## src/rtl/rx_sched_pkg.sv

```systemverilog
// Shared state encoding, default geometry and helpers for the correlation sweep scheduler.
package rx_sched_pkg;

    localparam int unsigned SEQ_LEN_DEF     = 255;
    localparam int unsigned ADDR_W_DEF      = 8;
    localparam int unsigned NUM_SEQ_DEF     = 16;
    localparam int unsigned CYC_PER_BIT_DEF = 2;

    typedef enum logic [1:0] {
        StIdle  = 2'd0,
        StSweep = 2'd1,
        StDone  = 2'd2
    } sched_state_e;

    function automatic logic [15:0] sat_inc16(input logic [15:0] v);
        return (v == 16'hFFFF) ? v : v + 16'd1;
    endfunction

endpackage

```

## src/rtl/rx_sched_pacer.sv

```systemverilog
// Hold-cycle pacer: counts 0..CYC_PER_BIT-1 while running, with a synchronous restart to 0.
module rx_sched_pacer
    import rx_sched_pkg::*;
#(
    parameter int unsigned CYC_PER_BIT = CYC_PER_BIT_DEF
) (
    input  logic crx_clk,
    input  logic rrx_rst_n,
    input  logic i_restart,
    input  logic i_run,
    output logic o_advance,
    output logic o_valid_arm
);

    localparam int unsigned CW = (CYC_PER_BIT > 1) ? $clog2(CYC_PER_BIT) : 1;
    localparam logic [CW-1:0] LAST = CW'(CYC_PER_BIT - 1);

    logic [CW-1:0] r_count;

    always_ff @(posedge crx_clk or negedge rrx_rst_n) begin
        if (!rrx_rst_n) begin
            r_count <= '0;
        end else if (i_restart || !i_run) begin
            r_count <= '0;
        end else begin
            r_count <= (r_count == LAST) ? '0 : r_count + 1'b1;
        end
    end

    assign o_advance   = i_run && (r_count == LAST);
    // Armed on hold cycle 0; the registered valid therefore lands on hold cycle 1.
    assign o_valid_arm = i_run && (r_count == '0);

endmodule

```

## src/rtl/rx_correlation_scheduler.sv

```systemverilog
// Correlation sweep scheduler: walks the sequence memory once per sample trigger.
// Optional statistics counters are built when RX_SCHED_STATS_EN is defined.
module rx_correlation_scheduler
    import rx_sched_pkg::*;
#(
    parameter int unsigned SEQ_LEN     = SEQ_LEN_DEF,
    parameter int unsigned ADDR_W      = ADDR_W_DEF,
    parameter int unsigned NUM_SEQ     = NUM_SEQ_DEF,
    parameter int unsigned CYC_PER_BIT = CYC_PER_BIT_DEF
) (
    input  logic               crx_clk,
    input  logic               rrx_rst_n,
    input  logic               erx_en,
    input  logic               inew_sample_trig,
    input  logic [NUM_SEQ-1:0] iseq_mask,
    input  logic               iclr_overrun,
    output logic               oread_en,
    output logic [ADDR_W-1:0]  oread_address,
    output logic               obit_valid,
    output logic [ADDR_W-1:0]  obit_index,
    output logic [NUM_SEQ-1:0] oseq_enable,
    output logic               osweep_start,
    output logic               osweep_done,
    output logic               obusy,
`ifdef RX_SCHED_STATS_EN
    output logic               ooverrun,
    output logic [15:0]        osweep_count,
    output logic [15:0]        oabort_count
`else
    output logic               ooverrun
`endif
);

    localparam logic [ADDR_W-1:0] LAST_ADDR = ADDR_W'(SEQ_LEN - 1);

    sched_state_e       r_state;
    logic               r_read_en;
    logic [ADDR_W-1:0]  r_addr;
    logic               r_bit_valid;
    logic [ADDR_W-1:0]  r_bit_index;
    logic [NUM_SEQ-1:0] r_seq_enable;
    logic               r_start;
    logic               r_done;
    logic               r_busy;
    logic               r_overrun;

    logic w_trig;
    logic w_in_sweep;
    logic w_advance;
    logic w_valid_arm;
    logic w_finish;
    logic w_abort;

    assign w_trig     = erx_en && inew_sample_trig;
    assign w_in_sweep = (r_state == StSweep);
    assign w_abort    = w_trig && w_in_sweep;
    assign w_finish   = w_in_sweep && w_advance && (r_addr == LAST_ADDR) && !w_trig;

    rx_sched_pacer #(
        .CYC_PER_BIT (CYC_PER_BIT)
    ) u_pacer (
        .crx_clk     (crx_clk),
        .rrx_rst_n   (rrx_rst_n),
        .i_restart   (w_trig || !erx_en),
        .i_run       (w_in_sweep),
        .o_advance   (w_advance),
        .o_valid_arm (w_valid_arm)
    );

    always_ff @(posedge crx_clk or negedge rrx_rst_n) begin
        if (!rrx_rst_n) begin
            r_state      <= StIdle;
            r_read_en    <= 1'b0;
            r_addr       <= '0;
            r_bit_valid  <= 1'b0;
            r_bit_index  <= '0;
            r_seq_enable <= '0;
            r_start      <= 1'b0;
            r_done       <= 1'b0;
            r_busy       <= 1'b0;
            r_overrun    <= 1'b0;
        end else if (!erx_en) begin
            r_state      <= StIdle;
            r_read_en    <= 1'b0;
            r_addr       <= '0;
            r_bit_valid  <= 1'b0;
            r_bit_index  <= '0;
            r_seq_enable <= '0;
            r_start      <= 1'b0;
            r_done       <= 1'b0;
            r_busy       <= 1'b0;
            r_overrun    <= 1'b0;
        end else begin
            r_start     <= 1'b0;
            r_done      <= 1'b0;
            r_bit_valid <= 1'b0;

            // Setting an overrun takes precedence over a clear in the same cycle.
            if (w_abort) begin
                r_overrun <= 1'b1;
            end else if (iclr_overrun) begin
                r_overrun <= 1'b0;
            end

            if (w_trig) begin
                r_state      <= StSweep;
                r_start      <= 1'b1;
                r_read_en    <= 1'b1;
                r_addr       <= '0;
                r_bit_index  <= '0;
                r_seq_enable <= iseq_mask;
                r_busy       <= 1'b1;
            end else begin
                unique case (r_state)
                    StIdle: begin
                        r_read_en <= 1'b0;
                        r_busy    <= 1'b0;
                    end
                    StSweep: begin
                        if (w_valid_arm) begin
                            r_bit_valid <= 1'b1;
                            r_bit_index <= r_addr;
                        end
                        if (w_advance) begin
                            if (r_addr == LAST_ADDR) begin
                                r_state     <= StDone;
                                r_done      <= 1'b1;
                                r_read_en   <= 1'b0;
                                r_addr      <= '0;
                                r_bit_index <= '0;
                            end else begin
                                r_addr <= r_addr + 1'b1;
                            end
                        end
                    end
                    StDone: begin
                        r_state <= StIdle;
                        r_busy  <= 1'b0;
                    end
                    default: begin
                        r_state   <= StIdle;
                        r_read_en <= 1'b0;
                        r_busy    <= 1'b0;
                    end
                endcase
            end
        end
    end

`ifdef RX_SCHED_STATS_EN
    logic [15:0] r_sweep_count;
    logic [15:0] r_abort_count;

    always_ff @(posedge crx_clk or negedge rrx_rst_n) begin
        if (!rrx_rst_n) begin
            r_sweep_count <= '0;
            r_abort_count <= '0;
        end else if (!erx_en) begin
            r_sweep_count <= '0;
            r_abort_count <= '0;
        end else begin
            if (w_finish) begin
                r_sweep_count <= sat_inc16(r_sweep_count);
            end
            if (w_abort) begin
                r_abort_count <= sat_inc16(r_abort_count);
            end
        end
    end

    assign osweep_count = r_sweep_count;
    assign oabort_count = r_abort_count;
`endif

    assign oread_en      = r_read_en;
    assign oread_address = r_addr;
    assign obit_valid    = r_bit_valid;
    assign obit_index    = r_bit_index;
    assign oseq_enable   = r_seq_enable;
    assign osweep_start  = r_start;
    assign osweep_done   = r_done;
    assign obusy         = r_busy;
    assign ooverrun      = r_overrun;

endmodule

```

## config.mk

```make
export PLATFORM = sky130hd
export DESIGN_NAME = rx_correlation_scheduler
export DESIGN_NICKNAME = d
export VERILOG_FILES = /design/src/rtl/rx_sched_pkg.sv /design/src/rtl/rx_sched_pacer.sv /design/src/rtl/rx_correlation_scheduler.sv
export SDC_FILE = /design/constraint.sdc
export NUM_CORES = 1
export LEC_CHECK = 0
export ABC_AREA = 1
export CORE_MARGIN = 1.5
export CORE_UTILIZATION = 43
export CTS_BUF_LIST = sky130_fd_sc_hd__clkbuf_4
export DETAILED_ROUTE_END_ITERATION = 8
export GPL_ROUTABILITY_DRIVEN = 1
export HOLD_SLACK_MARGIN = 0.06
export MAX_ROUTING_LAYER = met4
export PLACE_DENSITY = 0.88
export SLEW_MARGIN = 40
export SYNTH_ARGS = -nofsm -noshare
export SYNTH_HDL_FRONTEND = slang
export SYNTH_HIERARCHICAL = 1
export SYNTH_SLANG_ARGS = --single-unit
```

## constraint.sdc

```tcl
create_clock -name crx_clk -period 1.5 [get_ports crx_clk]
set_input_delay 0.375 -clock crx_clk [delete_from_list [all_inputs] [get_ports crx_clk]]
set_output_delay 0.375 -clock crx_clk [all_outputs]
set_load 0.02 [all_outputs]
```

==> flow_summary.toml, run 1 <==
[cts]
clkLatencyLatePin_ps = 360
cts_tree = "yes"
clockRootBuffer = "clkbuf_4"
cts_htree_levels = 2
cts_sinks = 41
clockBufferDepth = 2
clkTransAtPathRegs_ps = 130
cts_buffers = 5

[floorplan]
die_area_um2 = 4846
row_count = 24
initial_core_util_pct = 44.13
fp.dieH_um = 69.62
die_width_um = 69.62
pin_count = 59
core_um2 = 4324

[drt]
drc = 0
drtIter0Drc = 94
vias = 1777
wirelength_um = 4840
ant_nets = 0
drt-pass1-iter-count = 4
wire_per_inst_um = 13.71
viasPerCell = 5.034

[yosys]
ys_async_sr_fraction_pct = 100.0
syn_avg_cell_area_um2 = 9.000
synth_area_leaders = "dfrtp_1, nand2_1, a22o_1"
synth_most_common_cell = "nand2_1"
netlist.area_leader.share_pct = 53.77
syn-cell-area_um2 = 1908
ys_types = 24
ys_warn_count = 6
synth_edf_count = 0
seq_area_frac_synth_pct = 53.77
synth.largest_area_cell = "dfrtp_1"
synthTopCellsByCount = "nand2_1, dfrtp_1, inv_1, a22o_1, nor2_1"
syn_inst = 212
yosys_most_used_dff = "dfrtp_1"
synth-seq-cells = 41
syn_nets = 235

[sta]
worstMarginPinSlew_ps = 318.3
drv_slew = 0
tns_ps = -10.43
setup_viol = 1
hold_viol = 0
slew_headroom_pct = 78.70
fmax_mhz = 662.1
clock_skew_ps = 14.91
fin_crit_sh_pct = 100.7
worst_slack_ps = -10.43
period_needed_ps = 1510

[worst_setup_path]
end_kind = "flop"
r2r_start = "oread_address[0]"
cp_slowest_stage_delay_ps = 460
path_max_fanout = 8
worstPathCellList = "inv_1, ha_1, nand2_1, nor2_1, nand2_2, nor2_4, o22ai_1"
critical_path_class = "flop to flop"
r2r_setup_slack_ps = -10
cp.required_ps = 1740
timing.rr.end = "obit_index[5]"
arrival_ps = 1750
cp_slowest_cell = "dfrtp_2"
worstSetupStartpointType = "flop"
rr_worst_depth = 7

[power_and_ir_drop]
power.leakage_nw = 1.460
power.total_w = 0.002406
peakVddDrop_v = 0.0006450
powerDensity_nw_per_um2 = 851.0

[finish]
num_antenna_cells = 0
final_core_util_pct = 65.39
layout.nets = 323
layout-drive-gt1-share_pct = 22.59
area_delta_synth_final_pct = 48.20

[min_path]
min_from = "obusy"
hold-path-cell-count = 2
hold_path.class = "flop to flop"
holdPathEnd = "obusy"

[grt]
grt_max_degree = 42
grt-ovfl-total = 0
grtUsageTotal_pct = 20.56
first_global_vias = 1662
grt_pass1_wl_um = 7741
antenna_found_initial = 0

[placed_design]
hpwl_um = 3381
place_congestion = 0.8246
port_buffers = 58

[outcome]
status = "complete, but fails checks"
violations = "setup timing"

[flow_run]
maxCapViolations = 0
-- layout by cell type, fill, tap and decap left out, drive strengths merged, types with 7 or more instances in the layout --
master | synthesis | final
inv | 32 | 33
nand2 | 68 | 69
clkdlybuf4s50 | 0 | 19
buf | 5 | 26
o22ai | 8 | 8
clkbuf | 0 | 11
dfrtp | 41 | 41
a22o | 16 | 16
nor2 | 16 | 16
nand3 | 7 | 7
dlygate4sd2 | 0 | 20
clkdlybuf4s15 | 0 | 13
o21ai | 11 | 11
-- flip-flops by register name (all words and copies together) (netlist names), 2 cells and up --
signal,count
obit_index,8
r_state,2
oseq_enable,16
oread_address,8
-- layout make-up --
class / count / area (µm²)
flip-flops and latches: 41 / 1027
clock inverters: 3 / 68.82
multi-input cells: 135 / 748.2
inverters: 32 / 120.1
clock buffers: 5 / 37.54
well taps: 52 / 65.06
repair buffers: 85 / 760.7
fillers: 342 / 1496
-- through the flow --
step | cells | setup slack [ps] | area (µm²) | hold slack (ps)
global route | 353 | -76.05 | 2828 | 510.7
floorplan | 212 | 59.24 | 1908 | 79.41
global placement | 337 | -102.5 | 2686 | 359.9
finish | 353 | -10.43 | 2828 | 497.4
CTS | 346 | 2.907 | 2759 | 482.6
detailed placement | 337 | -131.5 | 2686 | 363.4
-- power by group --
part | internal, W | switching [W] | total [W] | leakage [nW]
combinational | 0.000155 | 0.000181 | 0.000336 | 0.849
clock | 0.000524 | 0.000385 | 0.000910 | 0.0558
sequential | 0.00114 | 0.0000207 | 0.00116 | 0.555
-- cell families after synthesis --
logic type / Yosys count / share of synthesized area [%]
and+or+nand+nor: 95 / 23.08
DFF: 41 / 53.77
buffers and inverters: 37 / 8.262
AOI/OAI and AO/OA: 36 / 13.11
adders and majority gates: 2 / 1.311
xor gates and xnor gates: 1 / 0.4591
-- timing repair --
| item | 4_1_cts | 5_1_grt |
|---|---|---|
| pin swaps | 0 | 1 |
| endpoints found under the hold margin | 41 | 0 |
| hold buffers | 1 | 0 |
| setup buffers | 0 | 5 |
| setup endpoints to repair | 38 | 35 |
| gates cloned | 0 | 2 |
| resized for setup | 41 | 33 |
-- worst max-delay path by stage --
stage | from | to | slack, ps
finish | oread_address[0] | obit_index[5] | -10
global placement | inew_sample_trig | oread_address[2] | -100
floorplan | r_state[1] | obit_index[7] | 60
detailed placement | inew_sample_trig | oseq_enable[11] | -130
CTS | oseq_enable[2] | oseq_enable[2] | 3
global route | oread_address[0] | obit_index[6] | -80
-- critical path: cells and delay by family, from the launching register on --
| family | cells | cell delay (ps) |
|---|---|---|
| compound gates | 1 | 100 |
| fa+ha+maj | 1 | 160 |
| buf+inv | 1 | 80 |
| flops | 1 | 460 |
| simple gates | 4 | 600 |
-- routing by layer --
| metal | vias to the layer above | global-route usage (%) | share of wire [%] |
|---|---|---|---|
| met5 | - | - | 0 |
| li1 | 858 | - | - |
| met2 | 58 | 34.51 | 53 |
| met4 | 0 | 7.906 | 1.1 |
| met1 | 855 | 26.07 | 41 |
| met3 | 6 | 1.744 | 4.6 |
Note: power is estimated with default switching activity, not from simulation.
==> inputs of run 2 (changes only) <==
--- a/config.mk
+++ b/config.mk
@@ -13,7 +13,8 @@
 export GPL_ROUTABILITY_DRIVEN = 1
 export HOLD_SLACK_MARGIN = 0.06
 export MAX_ROUTING_LAYER = met4
-export PLACE_DENSITY = 0.88
+export PLACE_DENSITY = 0.78
+export SETUP_SLACK_MARGIN = 0.02
 export SLEW_MARGIN = 40
 export SYNTH_ARGS = -nofsm -noshare
 export SYNTH_HDL_FRONTEND = slang
==> run 2 against run 1 <==
Against the previous run:
- the flow now finishes without violations
- first-iteration DRC count rose by 24%
- total power fell by 15%
- clock skew barely moved
- sequential power barely moved
- largest cell class unchanged
- highest routed layer unchanged
==> flow_summary.toml, run 2 (synthesized netlist as in run 1, its figures left out) <==
[worst_setup_path]
timing.rr.end = "obit_index[3]"
worstSetupStartpointType = "flop"
critical_path_class = "flop to output port"
r2r_start = "oread_address[0]"
arrival_ps = 1060
cp_slowest_stage_delay_ps = 420
cp_slowest_cell = "dfrtp_1"
cp_top_family = "flip-flops"
cp.required_ps = 1120
worstPathCellList = "clkdlybuf4s15_1"
rr_worst_depth = 7
worst-path-buf-inv = 1
end_kind = "output port"
path_max_fanout = 2
r2r_setup_slack_ps = 100

[finish]
layout.nets = 319
num_antenna_cells = 0
mostFrequentLayoutCells = "nand2_1, dfrtp_1, clkdlybuf4s15_1"
final_area_um2 = 2769
area_delta_synth_final_pct = 45.11
layout.cells.non_filler = 349
final-seq-area_um2 = 1027
final_core_util_pct = 64.03
final_common_cell = "nand2_1"
multi_input_area_um2 = 748.2
layout-drive-gt1-share_pct = 19.87
largest_register_ffs = 16
fillCellCount = 372

[placed_design]
hpwl_um = 3185
place_ws_ps = -143.4
place_inst = 335
port_buffers = 58
placed_cell_area_um2 = 2671
place_congestion = 0.8719

[power_and_ir_drop]
peakVddDrop_v = 0.0003852
power.total_w = 0.002035
powerDensity_nw_per_um2 = 734.8
power.leakage_nw = 1.386

[sta]
slew_headroom_pct = 73.62
fin_crit_sh_pct = 95.96
clock_skew_ps = 14.74
drv_slew = 0
fmax_mhz = 694.7
hold_viol = 0
rsz0062_at_grt = "true"
worstMarginPinSlew_ps = 395.7
setup_viol = 0
period_needed_ps = 1439
worst_slack_ps = 60.58

[min_path]
hold_path.class = "input pin to asynchronous set/reset pin"

[drt]
drt-pass1-iter-count = 4
drc = 0
wirelength_um = 4369
vias = 1635
wire_per_inst_um = 12.52
ant_nets = 0
viasPerCell = 4.685
drtIter0Drc = 117

[floorplan]
core_um2 = 4324
fp.dieH_um = 69.62
initial_core_util_pct = 44.13
row_count = 24
pin_count = 59
die_width_um = 69.62
die_area_um2 = 4846

[cts]
cts_htree_levels = 2
cts_tree = "yes"
clockBufferDepth = 2
clkLatencyLatePin_ps = 350
clockRootBuffer = "clkbuf_4"
clkTransAtPathRegs_ps = 130
cts_sinks = 41
cts_buffers = 5

[grt]
grt_pass1_wl_um = 7251
first_global_vias = 1562
grt_max_degree = 27
antenna_found_initial = 0
grt-ovfl-total = 0
grtUsageTotal_pct = 19.17

[outcome]
status = "completed"

[flow_run]
maxCapViolations = 0
run 2: cell types whose count changed in the layout (fill, tap and decap cells not counted), moves of 3 or more:
cell and delta:
clkbuf_2 -3, dlygate4sd2_1 -11, clkdlybuf4s15_1 +14, buf_4 -3
run 2: cell type report:
type	instances	share of cell area, %
multi-input cells	135	27.02
repair buffers	81	27.20
flip-flops and latches	41	37.10
well taps	52	2.350
inverters	32	4.338
clock inverters	2	0.3615
clock buffers	6	1.627
run 2: power breakdown:
group          internal (W)  switching (W)  leakage [nW]  total [W]
Combinational      0.000146       0.000171         0.795   0.000317
Clock              0.000197       0.000359        0.0354   0.000556
Sequential          0.00114      0.0000218         0.555    0.00116
run 2: timing repair:
item	4_1_cts	5_1_grt
gates cloned	0	1
hold endpoints to repair	15	0
resized for setup	43	36
pin swaps	0	3
hold buffers	1	0
endpoints found under the setup margin	38	45
buffers inserted	0	4
run 2: metal layers:
layer	vias up	global-route usage, %	part of all wire (%)
met4	0	7.051	1.7
met3	5	4.360	3.1
met1	753	25.52	46
met5	-	-	0
met2	29	28.95	49
li1	848	-	-
run 2: worst max-delay path by stage:
stage | from | to | slack, ps | cells past startpoint
finish | oread_address[6] | oread_address[6] | 60 | 1
detailed placement | erx_en | obit_index[3] | -140 | 5
global placement | inew_sample_trig | obit_index[1] | -90 | 5
floorplan | r_state[1] | obit_index[7] | 60 | 11
global route | r_state[0] | r_state[0] | -40 | 9
CTS | oseq_enable[6] | oseq_enable[6] | 30 | 1
run 2: metrics by stage:
step                      hold slack [ps]  setup TNS (ps)
after floorplan                     79.41               0
after global placement              309.2           -2678
after detailed placement            317.0           -3501
after CTS                           454.4               0
after global routing                480.8          -68.36
final                               465.4               0
==> inputs of run 3 (changes only) <==
--- a/config.mk
+++ b/config.mk
@@ -6,7 +6,7 @@
 export NUM_CORES = 1
 export LEC_CHECK = 0
 export ABC_AREA = 1
-export CORE_MARGIN = 1.5
+export CORE_MARGIN = 2
 export CORE_UTILIZATION = 43
 export CTS_BUF_LIST = sky130_fd_sc_hd__clkbuf_4
 export DETAILED_ROUTE_END_ITERATION = 8
@@ -14,6 +14,7 @@
 export HOLD_SLACK_MARGIN = 0.06
 export MAX_ROUTING_LAYER = met4
 export PLACE_DENSITY = 0.78
+export RECOVER_POWER = 100
 export SETUP_SLACK_MARGIN = 0.02
 export SLEW_MARGIN = 40
 export SYNTH_ARGS = -nofsm -noshare
==> run 3 against run 2 <==
Against the previous run:
- global-route usage increased by 0.10 points
- highest routed layer unchanged
- fmax decreased by 0.44%
- sequential share of layout area increased by 0.22 points
- critical path type unchanged
- via count increased by 2.8%
- largest power group unchanged
- setup slack got worse by 6.3 ps
- sequential power about the same
==> flow_summary.toml, run 3 (synthesized netlist as in run 1, its figures left out) <==
[worst_setup_path]
worst-path-buf-inv = 1
cp_top_family = "flip-flops"
path_max_fanout = 2
arrival_ps = 1070
cp.required_ps = 1120
worstSetupStartpointType = "flop"
end_kind = "output port"
worstPathCellList = "dlygate4sd2_1"
cp_slowest_stage_delay_ps = 400
critical_path_class = "flop to output port"
cp_slowest_cell = "dfrtp_1"

[floorplan]
initial_core_util_pct = 44.13
die_area_um2 = 4986
die_width_um = 70.62
row_count = 24
fp.dieH_um = 70.62
core_um2 = 4324
pin_count = 59

[placed_design]
hpwl_um = 3291
place_ws_ps = -121.1
place_congestion = 0.8987
place_inst = 337
port_buffers = 58

[cts]
cts_sinks = 41
cts_tree = "yes"
clockRootBuffer = "clkbuf_4"
cts_htree_levels = 2
clockBufferDepth = 2
clkLatencyLatePin_ps = 340
cts_buffers = 5
clkTransAtPathRegs_ps = 120

[finish]
layout-drive-gt1-share_pct = 18.24
layout.nets = 319
num_antenna_cells = 0
final_core_util_pct = 63.57
mostFrequentLayoutCells = "nand2_1, dfrtp_1, dlygate4sd2_1"
layout.cells.non_filler = 348
area_delta_synth_final_pct = 44.07
final_common_cell = "nand2_1"
largest_register_ffs = 16

[sta]
fmax_mhz = 691.7
worstMarginPinSlew_ps = 458.0
fin_crit_sh_pct = 96.38
worst_slack_ps = 54.25
tns_ps = 0
clock_skew_ps = 4.767
drv_slew = 0
hold_viol = 0
rsz0062_at_grt = "true"
setup_viol = 0
slew_headroom_pct = 69.47
period_needed_ps = 1446

[drt]
ant_nets = 0
drt-pass1-iter-count = 5
vias = 1680
drc = 0
wirelength_um = 4493
drtIter0Drc = 117
viasPerCell = 4.828
wire_per_inst_um = 12.91

[power_and_ir_drop]
p_sw_share_pct = 25.22
powerDensity_nw_per_um2 = 792.3
p_switching_w = 0.0005493
power.total_w = 0.002178
share_comb_of_total_power_pct = 14.8
power.leakage_nw = 1.441
peakVddDrop_v = 0.0004116
seqPwrFrac_pct = 53.2
clock_power_share_pct = 32.0
intPower_w = 0.001629

[grt]
grt_pass1_wl_um = 7341
grtUsageTotal_pct = 19.27
grt_max_degree = 25
antenna_found_initial = 0
grt-ovfl-total = 0
first_global_vias = 1599

[outcome]
status = "completed"

[min_path]
hold_path.class = "flop to flop"

[flow_run]
maxCapViolations = 0
==> run 3: cell types whose count changed in the layout (fill, tap and decap cells not counted), sizes merged <==
cell	previous run	this run
clkdlybuf4s50	19	18
dlygate4sd2	9	27
dlygate4sd3	1	2
bufinv	0	1
clkinv	2	1
nand2	69	68
clkbuf	8	11
buf	24	21
clkdlybuf4s15	26	8
==> run 3: worst paths after layout <==
kind	startpoint	end	slack, ps	cells past startpoint
worst max-delay path	oread_en	oread_en	50	1
worst min-delay path	obusy	obusy	490	2
worst max register to register	r_state[1]	oread_address[1]	90	11
worst min register to register	obusy	obusy	490	2
max in group asynchronous	rrx_rst_n	u_pacer/r_count	250	3
min in group asynchronous	rrx_rst_n	obit_index[0]	520	2
==> run 3: metrics by stage <==
step	area, µm²	hold slack, ps
2_1_floorplan	1908	79.41
3_3_place_gp	2699	332.8
3_5_place_dp	2699	337.8
4_1_cts	2739	494.2
5_1_grt	2749	517.4
6_report	2749	489.7
==> run 3: per-layer routing <==
| layer | GRT usage (%) | vias to the layer above | part of all wire (%) |
|---|---|---|---|
| met5 | - | - | 0 |
| met4 | 6.709 | 0 | 1.6 |
| met3 | 3.846 | 8 | 4.9 |
| met2 | 30.71 | 40 | 48 |
| met1 | 24.81 | 784 | 45 |
| li1 | - | 848 | - |
==> run 3: power by group through the flow <==
stage / clock network (W) / registers, W / logic, W
after floorplan: 0 / 0.00122 / 0.000103
after global placement: 0 / 0.00118 / 0.000336
after detailed placement: 0 / 0.00118 / 0.000342
after CTS: 0.000722 / 0.00116 / 0.000323
after global routing: 0.000764 / 0.00116 / 0.000351
final: 0.000696 / 0.00116 / 0.000323
==> run 3: final cells by class <==
cell class              instances  area [µm²]
fillers                       378        1575
flip-flops and latches         41        1026
repair buffers                 82       735.7
multi-input cells             134       729.5
inverters                      32       120.1
well taps                      52       65.06
clock buffers                   5       37.54
clock inverters                 2       35.03
==> run 3: timing repair <==
action	4_1_cts	5_1_grt
hold endpoints to repair	17	0
hold buffers	1	0
setup endpoints to repair	38	43
buffers inserted	0	3
pin swaps	0	1
gates resized for setup	42	37
